**config.mk**
```make
export PLATFORM = sky130hd
export DESIGN_NAME = bird_sprite_draw
export DESIGN_NICKNAME = d
export VERILOG_FILES = /design/src/rtl/bird_sprite_draw_pkg.sv /design/src/rtl/bird_sprite_draw_sideband_delay.sv /design/src/rtl/bird_sprite_draw.sv
export SDC_FILE = /design/constraint.sdc
export NUM_CORES = 1
export LEC_CHECK = 0
export BUFFER_PORTS_ARGS = -buffer_cell sky130_fd_sc_hd__buf_2
export CAP_MARGIN = 10
export CORE_AREA = 10 10 84 158
export DETAILED_ROUTE_END_ITERATION = 16
export DIE_AREA = 0 0 94 168
export PLACE_DENSITY_LB_ADDON = 0.15
export SKIP_CTS_REPAIR_TIMING = 1
export SYNTH_ARGS = -nofsm -noshare
export SYNTH_HDL_FRONTEND = slang
export SYNTH_HIERARCHICAL = 1
export SYNTH_SLANG_ARGS = --single-unit
```
**constraint.sdc**
```tcl
create_clock -name clk -period 2.25 [get_ports clk]
set_clock_uncertainty 0.1 [all_clocks]
set_input_delay 0.225 -clock clk [delete_from_list [all_inputs] [get_ports clk]]
set_output_delay 0.225 -clock clk [all_outputs]
set_load 0.1 [all_outputs]
```
**src/rtl/bird_sprite_draw_pkg.sv**
```systemverilog
// bird_sprite_draw_pkg: shared constants and side-band bundle type for the overlay pixel pipeline
package bird_sprite_draw_pkg;
  localparam int RGB_W = 12;
  localparam int H_ACTIVE = 640;
  localparam int V_ACTIVE = 480;
  localparam int SPRITE_W = 24;
  localparam int PIPE_LAT = 3;
  localparam logic [RGB_W-1:0] KEY_RGB = 12'h0F0;
  typedef struct packed {
    logic             in_box;
    logic             video_on;
    logic             hsync;
    logic             vsync;
    logic [RGB_W-1:0] bg_rgb;
    logic             pipe_px;
    logic             frame_end;
  } sband_t;
  // syncs idle high so a reset never emits a spurious sync pulse
  localparam sband_t SBAND_RST = '{in_box: 1'b0, video_on: 1'b0, hsync: 1'b1, vsync: 1'b1,
                                   bg_rgb: '0, pipe_px: 1'b0, frame_end: 1'b0};
endpackage

```
**src/rtl/bird_sprite_draw_sideband_delay.sv**
```systemverilog
// sideband_delay: N-stage shift register with a per-bit reset value for pipeline side-band bundles
module sideband_delay #(
  parameter int W = 1,
  parameter int N = 1,
  parameter logic [W-1:0] RST_VAL = '0
) (
  input  logic         clk,
  input  logic         rst_n,
  input  logic [W-1:0] d_i,
  output logic [W-1:0] q_o
);
  logic [W-1:0] sr_q [N];
  always_ff @(posedge clk or negedge rst_n) begin
    if (!rst_n) begin
      for (int i = 0; i < N; i++) sr_q[i] <= RST_VAL;
    end else begin
      sr_q[0] <= d_i;
      for (int i = 1; i < N; i++) sr_q[i] <= sr_q[i-1];
    end
  end
  assign q_o = sr_q[N-1];
endmodule

```
**src/rtl/bird_sprite_draw.sv**
```systemverilog
// bird_sprite_draw: addresses the bird ROM from the scan position and composites the keyed sprite over the background
module bird_sprite_draw #(
  parameter int          SPRITE_W   = bird_sprite_draw_pkg::SPRITE_W,
  parameter int          SCALE_LOG2 = 0,
  parameter logic [11:0] KEY_RGB    = bird_sprite_draw_pkg::KEY_RGB,
  parameter logic [9:0]  BIRD_X     = 10'd160
) (
  input  logic        clk,
  input  logic        rst_n,
  input  logic [9:0]  px_x,
  input  logic [9:0]  px_y,
  input  logic        video_on,
  input  logic        hsync_i,
  input  logic        vsync_i,
  input  logic [11:0] bg_rgb,
  input  logic        pipe_px,
  input  logic        frame_end,
  input  logic [9:0]  bird_y,
  input  logic        clear_hit,
  output logic [4:0]  rom_row,
  output logic [4:0]  rom_col,
  input  logic [11:0] rom_pixel,
  output logic [11:0] rgb,
  output logic        hsync_o,
  output logic        vsync_o,
  output logic        bird_hit
);
  import bird_sprite_draw_pkg::*;
  localparam int BOX = SPRITE_W << SCALE_LOG2;
  logic [9:0]  bird_y_q, bird_y_d;
  logic [10:0] dx, dy;
  logic        in_box, opaque, hit_now;
  logic [4:0]  rom_row_q, rom_row_d, rom_col_q, rom_col_d;
  logic [11:0] rgb_q, rgb_d;
  logic        hsync_q, vsync_q, hit_acc_q, hit_acc_d, bird_hit_q, bird_hit_d;
  sband_t      sb_in, sb_d2;
  // bit 10 is the sign: anything left of / above the box is rejected rather than wrapped
  assign dx = {1'b0, px_x} - {1'b0, BIRD_X};
  assign dy = {1'b0, px_y} - {1'b0, bird_y_q};
  assign in_box = video_on & !dx[10] & !dy[10] & (dx[9:0] < 10'(BOX)) & (dy[9:0] < 10'(BOX));
  assign sb_in = '{in_box: in_box, video_on: video_on, hsync: hsync_i, vsync: vsync_i,
                   bg_rgb: bg_rgb, pipe_px: pipe_px, frame_end: frame_end};
  sideband_delay #(.W($bits(sband_t)), .N(2), .RST_VAL(SBAND_RST)) u_sb (
    .clk   (clk),
    .rst_n (rst_n),
    .d_i   (sb_in),
    .q_o   (sb_d2)
  );
  always_comb begin
    bird_y_d   = frame_end ? bird_y : bird_y_q;
    rom_row_d  = in_box ? 5'(dy[9:0] >> SCALE_LOG2) : '0;
    rom_col_d  = in_box ? 5'(dx[9:0] >> SCALE_LOG2) : '0;
    opaque     = sb_d2.in_box & (rom_pixel != KEY_RGB);
    hit_now    = opaque & sb_d2.pipe_px & sb_d2.video_on;
    rgb_d      = !sb_d2.video_on ? '0 : (opaque ? rom_pixel : sb_d2.bg_rgb);
    hit_acc_d  = sb_d2.frame_end ? 1'b0 : (hit_acc_q | hit_now);
    bird_hit_d = (sb_d2.frame_end & (hit_acc_q | hit_now)) ? 1'b1 : (clear_hit ? 1'b0 : bird_hit_q);
  end
  always_ff @(posedge clk or negedge rst_n) begin
    if (!rst_n) begin
      bird_y_q   <= '0;
      rom_row_q  <= '0;
      rom_col_q  <= '0;
      rgb_q      <= '0;
      hsync_q    <= 1'b1;
      vsync_q    <= 1'b1;
      hit_acc_q  <= 1'b0;
      bird_hit_q <= 1'b0;
    end else begin
      bird_y_q   <= bird_y_d;
      rom_row_q  <= rom_row_d;
      rom_col_q  <= rom_col_d;
      rgb_q      <= rgb_d;
      hsync_q    <= sb_d2.hsync;
      vsync_q    <= sb_d2.vsync;
      hit_acc_q  <= hit_acc_d;
      bird_hit_q <= bird_hit_d;
    end
  end
  assign rom_row  = rom_row_q;
  assign rom_col  = rom_col_q;
  assign rgb      = rgb_q;
  assign hsync_o  = hsync_q;
  assign vsync_o  = vsync_q;
  assign bird_hit = bird_hit_q;
endmodule

```
== Word-level counts from Yosys, hierarchy flattened ==
Cells that the tools add are included.
Storage, ports and cells
  register bits: 72
  input port bits: 62
  logic and storage cells: 34
Operators by class
  $add $sub $neg: 2
  order comparisons: 2
  equal/unequal tests: 1
  mux-type cells: 7
  bitwise logic cells: 9
  reductions and logical operators: 3
Operators with widths (count)
  two-way mux 12 bit: 2
  < comparator 10 x 5 -> 1 bit, second input constant: 2
  inequality test 12 x 8 -> 1 bit, second input constant: 1
  subtractor 10 x 10 -> 11 bit: 1
  subtractor 10 x 8 -> 11 bit, second input constant: 1
  two-way mux 5 bit: 2
  AND 1 bit: 8
  two-way mux 1 bit: 3
  logical NOT 1 bit: 2
  nonzero test 2 bit: 1
  OR 1 bit: 1

== Logic depth before layout (Yosys ltp) ==
Gate-level depths: netlist of run 1.
  word-level depth: 7
  gate-level depth with buffers: 11
  gate-level depth less buffers: 10

== By module ==
Netlist of run 1, hierarchy kept.
By module, submodules not included
  bird_sprite_draw: instances 1, cells each 212, area an instance 1998.2 um^2, sequential area each 903.4 um^2
  sideband_delay: instances 1, cells each 54, area an instance 1041.0 um^2, sequential area each 905.9 um^2

== Worst setup path before layout of run 1 ==
Ideal clock, no wire load.
  path kind: reg-to-reg
  start: register bird_y_q[0]
  end: register u_sb/sr_q[35] (netlist name)
  arrival: 2.122 ns
  path slack: -0.052 ns
  cell stages (with the launch flop): 10
  path buffers: 1
  period minus slack after synthesis: 2.302 ns
  cell sequence: dfrtp_1 ha_1 inv_1 fa_1 a21o_1 a221oi_2 o221ai_1 a311o_1 buf_6 nor3b_2
On the way
  cells in the longest elaborated chain, start to end: 5
  elaborated cells between the ends (all ways): 6
  those cells by class: add/sub: 1; order compare: 1; bitwise: 3; reduce/logical: 1
RTL lines
  start: declaration: RTL line bird_sprite_draw.sv:30  | logic [9:0] bird_y_q, bird_y_d;
  start signal: assignment: RTL line bird_sprite_draw.sv:70  | bird_y_q <= bird_y_d;
  subtractor 10 x 10 -> 11 bit *: RTL line bird_sprite_draw.sv:39  | assign dy = {1'b0, px_y} - {1'b0, bird_y_q};
  parallel branches: the longest is 3 deep, another holds < comparator 10 x 5 -> 1 bit
  AND 1 bit *: RTL line bird_sprite_draw.sv:40  | assign in_box = video_on & !dx[10] & !dy[10] & (dx[9:0] < 10'(BOX)) & (dy[9:0] < 10'(BOX));
  named net in_box: RTL line bird_sprite_draw.sv:32  | logic in_box, opaque, hit_now;
  end: declaration: RTL line bird_sprite_draw_sideband_delay.sv:12  | logic [W-1:0] sr_q [N];
Mark *: on every way through the listed nets, which the timed path passes.
A chain may end at the register's enable or synchronous reset.

== Worst setup path after layout of run 1 ==
  start: register bird_y_q[0]
  end: register rom_row_q[2], in the netlist rom_row[2]
On the way
  cells in the longest elaborated chain, start to end: 6
  elaborated cells between the ends (all ways): 7
  those cells by class: add/sub: 1; order compare: 1; mux: 1; bitwise: 3; reduce/logical: 1
RTL lines
  subtractor 10 x 10 -> 11 bit *: RTL line bird_sprite_draw.sv:39
  parallel branches: the longest is 4 deep, another holds < comparator 10 x 5 -> 1 bit
  two-way mux 5 bit *: RTL line bird_sprite_draw.sv:51  | rom_row_d = in_box ? 5'(dy[9:0] >> SCALE_LOG2) : '0;
  named net rom_row_d[2]: RTL line bird_sprite_draw.sv:33  | logic [4:0] rom_row_q, rom_row_d, rom_col_q, rom_col_d;
  end signal: assignment: RTL line bird_sprite_draw.sv:71  | rom_row_q <= rom_row_d;
  end: declaration: RTL line bird_sprite_draw.sv:33
Marked as above.

==> results of run 1 <==
kinds of logic after synthesis:
| kind of cell | Yosys count | synth area share |
|---|---|---|
| adder cells (fa/ha/maj) | 12 | 0.0519 |
| multiplexers | 2 | 0.00700 |
| AND/OR/NAND/NOR | 80 | 0.133 |
| flip-flops | 72 | 0.595 |
| XOR/XNOR | 5 | 0.0144 |
| AO/OA/AOI/OAI | 49 | 0.116 |
| buffers and inverters | 46 | 0.0823 |
metal layers:
metal | part of all wire | up-vias | track usage
met1 | 0.34 | 1046 | 0.0912
met4 | 0.017 | 0 | 0.0405
met5 | 0 | - | 0
li1 | - | 1070 | -
met2 | 0.58 | 68 | 0.188
met3 | 0.064 | 10 | 0.0330
layout make-up:
type,count,area share
Sequential cell,72,0.438
Multi-Input combinational cell,148,0.246
Tap cell,140,0.0424
Timing Repair Buffer,118,0.179
Clock buffer,10,0.0554
Clock inverter,6,0.0224
Inverter,18,0.0164
registers in the layout (all words and copies together) (netlist names):
signal / flops
bird_hit: 1
bird_y_q: 10
hit_acc_q: 1
hsync_o: 1
rgb: 12
rom_col: 5
rom_row: 5
u_sb/q_o: 18
u_sb/sr_q: 18
vsync_o: 1
final timing paths:
kind,startpoint,endpoint,cells after the start
worst max register to register,bird_y_q[0],rom_row[2],10
worst min register to register,u_sb/sr_q[20],u_sb/q_o[2],0
min in group asynchronous,rst_n,rgb[5],2
worst max-delay path,bird_y_q[0],rom_row[2],10
worst min-delay path,clear_hit,bird_hit,2
max in group asynchronous,rst_n,u_sb/sr_q[33],3
where the power goes:
| group | total [mW] | leakage [nW] | internal [mW] | switching [mW] |
|---|---|---|---|---|
| Sequential | 1.38 | 0.884 | 1.36 | 0.0184 |
| Clock | 1.51 | 0.149 | 0.976 | 0.538 |
| Combinational | 0.611 | 0.956 | 0.234 | 0.377 |
| Total | 3.50 | 1.99 | 2.57 | 0.934 |
through the flow:
stage	cell area [sq um]	setup TNS, ps	hold slack (ps)
floorplan	3040	-1.18	-171
global placement	3600	-2150	133
detailed placement	3600	-2510	136
CTS	3930	-2460	-222
global route	4130	-3010	5.65
finish	4130	-2090	7.85
worst register-to-register path, delay by kind of cell, from the launching register on:
family                     cells  cell delay (ps)
AOI/OAI and AO/OA              5             1140
DFF                            1              390
adders and majority gates      2              360
buffers and inverters          2              220
and+or+nand+nor                1              160
cells in the mapped netlist, drive strengths merged, types with 2 or more instances:
| cell | instances | area (sq um) |
|---|---|---|
| a21boi | 11 | 82.6 |
| buf | 21 | 156 |
| nor3b | 2 | 20.0 |
| a21o | 2 | 15.0 |
| nor2b | 3 | 18.8 |
| nand2 | 49 | 184 |
| a21oi | 8 | 43.8 |
| nor2 | 5 | 18.8 |
| o21ai | 14 | 70.1 |
| dfrtp | 66 | 1650 |
| nor3 | 13 | 110 |
| ha | 11 | 138 |
| dfstp | 6 | 158 |
| a31oi | 2 | 12.5 |
| clkbuf | 7 | 26.3 |
| xnor2 | 2 | 17.5 |
| xor2 | 3 | 26.3 |
| inv | 18 | 67.6 |
| a22oi | 2 | 15.0 |
==> run_results.csv, run 1 <==
group,metric,value,unit
critical_path,critical_path_class,"reg2reg",
timing,finalCriticalPeriod,2460,ps
layout,fillCellCount,1126,
cts,cts_buffer_depth,2,
layout,diodes,0,
floorplan,die_width,94,um
cts,clkSinkCount,72,
timing,hold_viol,0,
status,violations,"negative setup slack",
layout,regArea,0.00181,sq mm
yosys,synth-async-reset-ratio,1.00,
layout,post-route-util,0.382,
placement,dpl.cell_count,479,
grt,grt_pass1_vias,2410,
critical_path,critPathLaunchType,"flip-flop",
timing,fin_ws,-213,ps
timing,setup-violations-final,11,
grt,track_usage,0.0990,
routing,wl,7580,um
layout,syn_to_final_growth,35.9,%
floorplan,die_y,168,um
critical_path,critPathArrivalTime,2600,ps
placement,gp_congestion,0.855,
cts,cts_root_buffer,"clkbuf_16",
timing,slew_headroom,0.656,
layout,final_common_cell,"buf_2",
grt,grt_start_max_net_pins,40,
critical_path,path_buf_inv,2,
yosys,yosysSeqAreaShare,0.595,
yosys,syn_nets,340,
run,max_cap_violations,0,
floorplan,io_pins,87,
timing,max_freq,406,MHz
status,status,"finished, violations left",
layout,multi_input_area,0.00102,sq mm
timing,worst_pin_slew,519,ps
routing,num_vias,2194,
cts,cts_tree,"done",
yosys,ys_ff_latch,72,
layout,instances_no_fill,512,
routing,vias_per_cell,4.29,
grt,antenna_found_initial,0,
power_and_ir_drop,ir_drop,0.000346,V
floorplan,start_util,0.281,
power_and_ir_drop,power,3.50,mW
critical_path,critPathMaxStageDelay,390,ps
layout,final_cell_mix,"buf_2 (85), dfrtp_1 (66), nand2_1 (49), inv_1 (17), dlygate4sd3_1 (17)",
floorplan,core_area,0.0108,sq mm
layout,drive_above_1_share,0.384,
cts,clkLatencyLatePin,320,ps
placement,hpwl,6020,um
worst_hold_path,min_path_type,"in2reg",
timing,slew_violations,0,
floorplan,dieArea,0.0158,sq mm
routing,drcViolationCount,0,
critical_path,end_kind,"flip-flop",
timing,period_share,1.09,
routing,firstDrtPassIters,4,
yosys,synth_ff_type,"dfrtp_1",
floorplan,num_rows,54,
grt,grt_overflow_total,0,
critical_path,crit_chain,"ha_2, inv_2, fa_2, a21o_1, a21oi_4, a2111oi_4, o221ai_2, a311o_1, buf_12, nor3_2",
power_and_ir_drop,p_per_area,848,mW/mm^2
yosys,synth-warning-count,6,
yosys,syn_area,0.00304,sq mm
cts,cts_buffers,9,
placement,io_buffers,86,
critical_path,critPathTopFamily,"compound AO/OA/AOI/OAI gates",
yosys,synth_cell_types,45,
yosys,syn-instance-count,266,
yosys,avgSynthCellArea,11.4,sq um
grt,grt_pass1_wl,12100,um
routing,ant_nets,0,
critical_path,cp_max_fo,10,
critical_path,rrSetupSlack,-210,ps
placement,dpl_worst_slack,-248,ps
routing,drt_iter0_markers,54,
critical_path,required,2390,ps
power_and_ir_drop,p_leak,1.99,nW
cts,cts.reportedPaths.clkPinSlew,60,ps
layout,final_nets,441,
timing,rsz0062_at_grt,"yes",
critical_path,crit_slowest_cell,"dfrtp_1",
yosys,synth_edf_count,0,
cts,cts_max_level,3,
routing,wl_per_cell,14.8,um
No activity file was read; power rests on OpenSTA's default activity.
==> inputs of run 2 (changes only) <==
==> constraint.sdc (replaced) <==
create_clock -name clk -period 2.25 [get_ports clk]
set_clock_uncertainty 0.1 [all_clocks]
set_input_delay 0.1125 -clock clk [delete_from_list [all_inputs] [get_ports clk]]
set_output_delay 0.1125 -clock clk [all_outputs]
set_load 0.1 [all_outputs]
==> run 2 against run 1 <==
Net effect:
- the run ends with negative hold slack, negative setup slack left
- sequential share of layout area is 2.7 points lower
- clock power is 9% higher
- total power is 4.4% higher
- flip-flop and latch count stayed put
- highest routed layer unchanged
==> run_results.csv, run 2 (same netlist as run 1, synthesis figures left out) <==
group,metric,value,unit
status,status,"finished, violations left",
status,violations,"negative hold slack, negative setup slack",
cts,cts_max_level,3,
floorplan,dieArea,0.0158,sq mm
placement,io_buffers,86,
critical_path,crit_start,"bird_y_q[0]",
routing,ant_nets,0,
layout,final_nets,468,
routing,wl_met3,489,um
routing,vias_per_cell,4.28,
grt,grt_pass1_vias,2332,
cts,cts.reportedPaths.clkPinSlew,60,ps
placement,placed_area,0.00360,sq mm
power_and_ir_drop,p_per_area,831,mW/mm^2
critical_path,rrSetupSlack,-220,ps
floorplan,start_util,0.281,
power_and_ir_drop,power,3.66,mW
placement,hpwl,6040,um
routing,drt-met1-wl,2780,um
layout,drive_above_1_share,0.348,
power_and_ir_drop,ir_drop,0.000360,V
floorplan,io_pins,87,
critical_path,crit_chain,"ha_1, inv_1, fa_2, a21o_1, a21oi_2, a2111oi_4, o221ai_1, a311o_1, buf_12, nor3_2",
worst_hold_path,min_path_type,"in2reg",
floorplan,die_y,168,um
floorplan,die_width,94,um
routing,drt_iter0_markers,35,
critical_path,critPathLaunchType,"flip-flop",
routing,wl_met2,4480,um
layout,final_common_cell,"buf_2",
layout,stdcell_area,0.00440,sq mm
cts,cts_root_buffer,"clkbuf_16",
timing,whs,-13.6,ps
timing,setup-violations-final,11,
grt,antenna_found_initial,0,
timing,slew_headroom,0.662,
grt,grt_overflow_total,0,
routing,num_vias,2305,
critical_path,worstReg2RegStart,"bird_y_q[0]",
placement,gp_congestion,0.882,
cts,clkSinkCount,72,
run,max_cap_violations,0,
cts,clkLatencyLatePin,330,ps
floorplan,num_rows,54,
routing,firstDrtPassIters,4,
layout,final_cell_mix,"buf_2 (85), dfrtp_1 (66), nand2_1 (49), dlygate4sd3_1 (44), inv_1 (18)",
worst_hold_path,hold_depth,1,
routing,drcViolationCount,0,
critical_path,r2r-end,"rom_row[1]",
routing,wl,7990,um
grt,grt_start_max_net_pins,73,
timing,fin_ws,-224,ps
critical_path,worst-r2r-cell-count,10,
power_and_ir_drop,p_leak,2.12,nW
critical_path,critical_path.endpoint,"rom_row[1]",
timing,hold_viol,1,
timing,period_share,1.10,
timing,rsz0062_at_grt,"yes",
critical_path,critPathMaxStageDelay,380,ps
grt,grt_pass1_wl,11900,um
critical_path,critPathArrivalTime,2620,ps
timing,max_freq,404,MHz
layout,diodes,0,
critical_path,end_kind,"flip-flop",
critical_path,cp_max_fo,10,
critical_path,crit_slowest_cell,"dfrtp_1",
cts,cts_buffers,9,
cts,cts_buffer_depth,2,
timing,finalCriticalPeriod,2470,ps
grt,track_usage,0.0989,
routing,wl_per_cell,14.8,um
layout,syn_to_final_growth,44.8,%
timing,worst_pin_slew,511,ps
timing,slew_violations,0,
layout,fillCellCount,1083,
layout,post-route-util,0.407,
critical_path,critical_path_class,"reg2reg",
floorplan,core_area,0.0108,sq mm
cts,cts_tree,"done",
routing,routed.top_layer,"met4",
critical_path,required,2400,ps
-- run 2: cell count changes in the layout (fill, tap and decap cells not counted), sizes merged --
cell,before,now
bufinv,2,3
dlygate4sd3,17,44
clkinvlp,2,1
inv,19,20
clkinv,1,0
-- run 2: worst max-delay path: cells and delay by family (launching register included) --
kind / cells / cell delay [ps]
compound gates: 5 / 1130
fa+ha+maj: 2 / 390
flops: 1 / 380
buf+inv: 2 / 240
simple gates: 1 / 150
-- run 2: per-stage QoR --
| step | cells | worst slack (ps) | setup TNS (ps) |
|---|---|---|---|
| after floorplan | 266 | -1.18 | -1.18 |
| after detailed placement | 479 | -230 | -2200 |
| after global routing | 539 | -332 | -3430 |
| after global placement | 479 | -172 | -1810 |
| after CTS | 495 | -254 | -2530 |
| final | 539 | -224 | -2310 |
-- run 2: per-layer routing --
metal  vias up  track usage
li1       1122            -
met1      1087       0.0886
met2        77        0.183
met3        19       0.0356
met4         0       0.0532
met5         -            0
-- run 2: power breakdown --
part	internal [mW]	switching (mW)	total, mW
logic	0.260	0.380	0.640
registers	1.36	0.0184	1.38
clock network	1.09	0.548	1.64
-- run 2: worst min path at each step --
stage	slack, ps	start	to
after floorplan	-280	rst_n	bird_hit
after global placement	50	rst_n	u_sb/q_o[6]
after detailed placement	60	rst_n	rgb[7]
after CTS	-300	rst_n	rgb[7]
after global routing	6	frame_end	u_sb/sr_q[18]
final	-10	frame_end	u_sb/sr_q[18]
-- run 2: layout make-up --
type,instances,area (sq um),area share
flip-flops and latches,72,1810,0.411
repair buffers,145,1010,0.230
multi-input cells,148,993,0.226
clock buffers,10,229,0.0520
well taps,140,175,0.0398
clock inverters,6,115,0.0262
inverters,18,67.6,0.0154
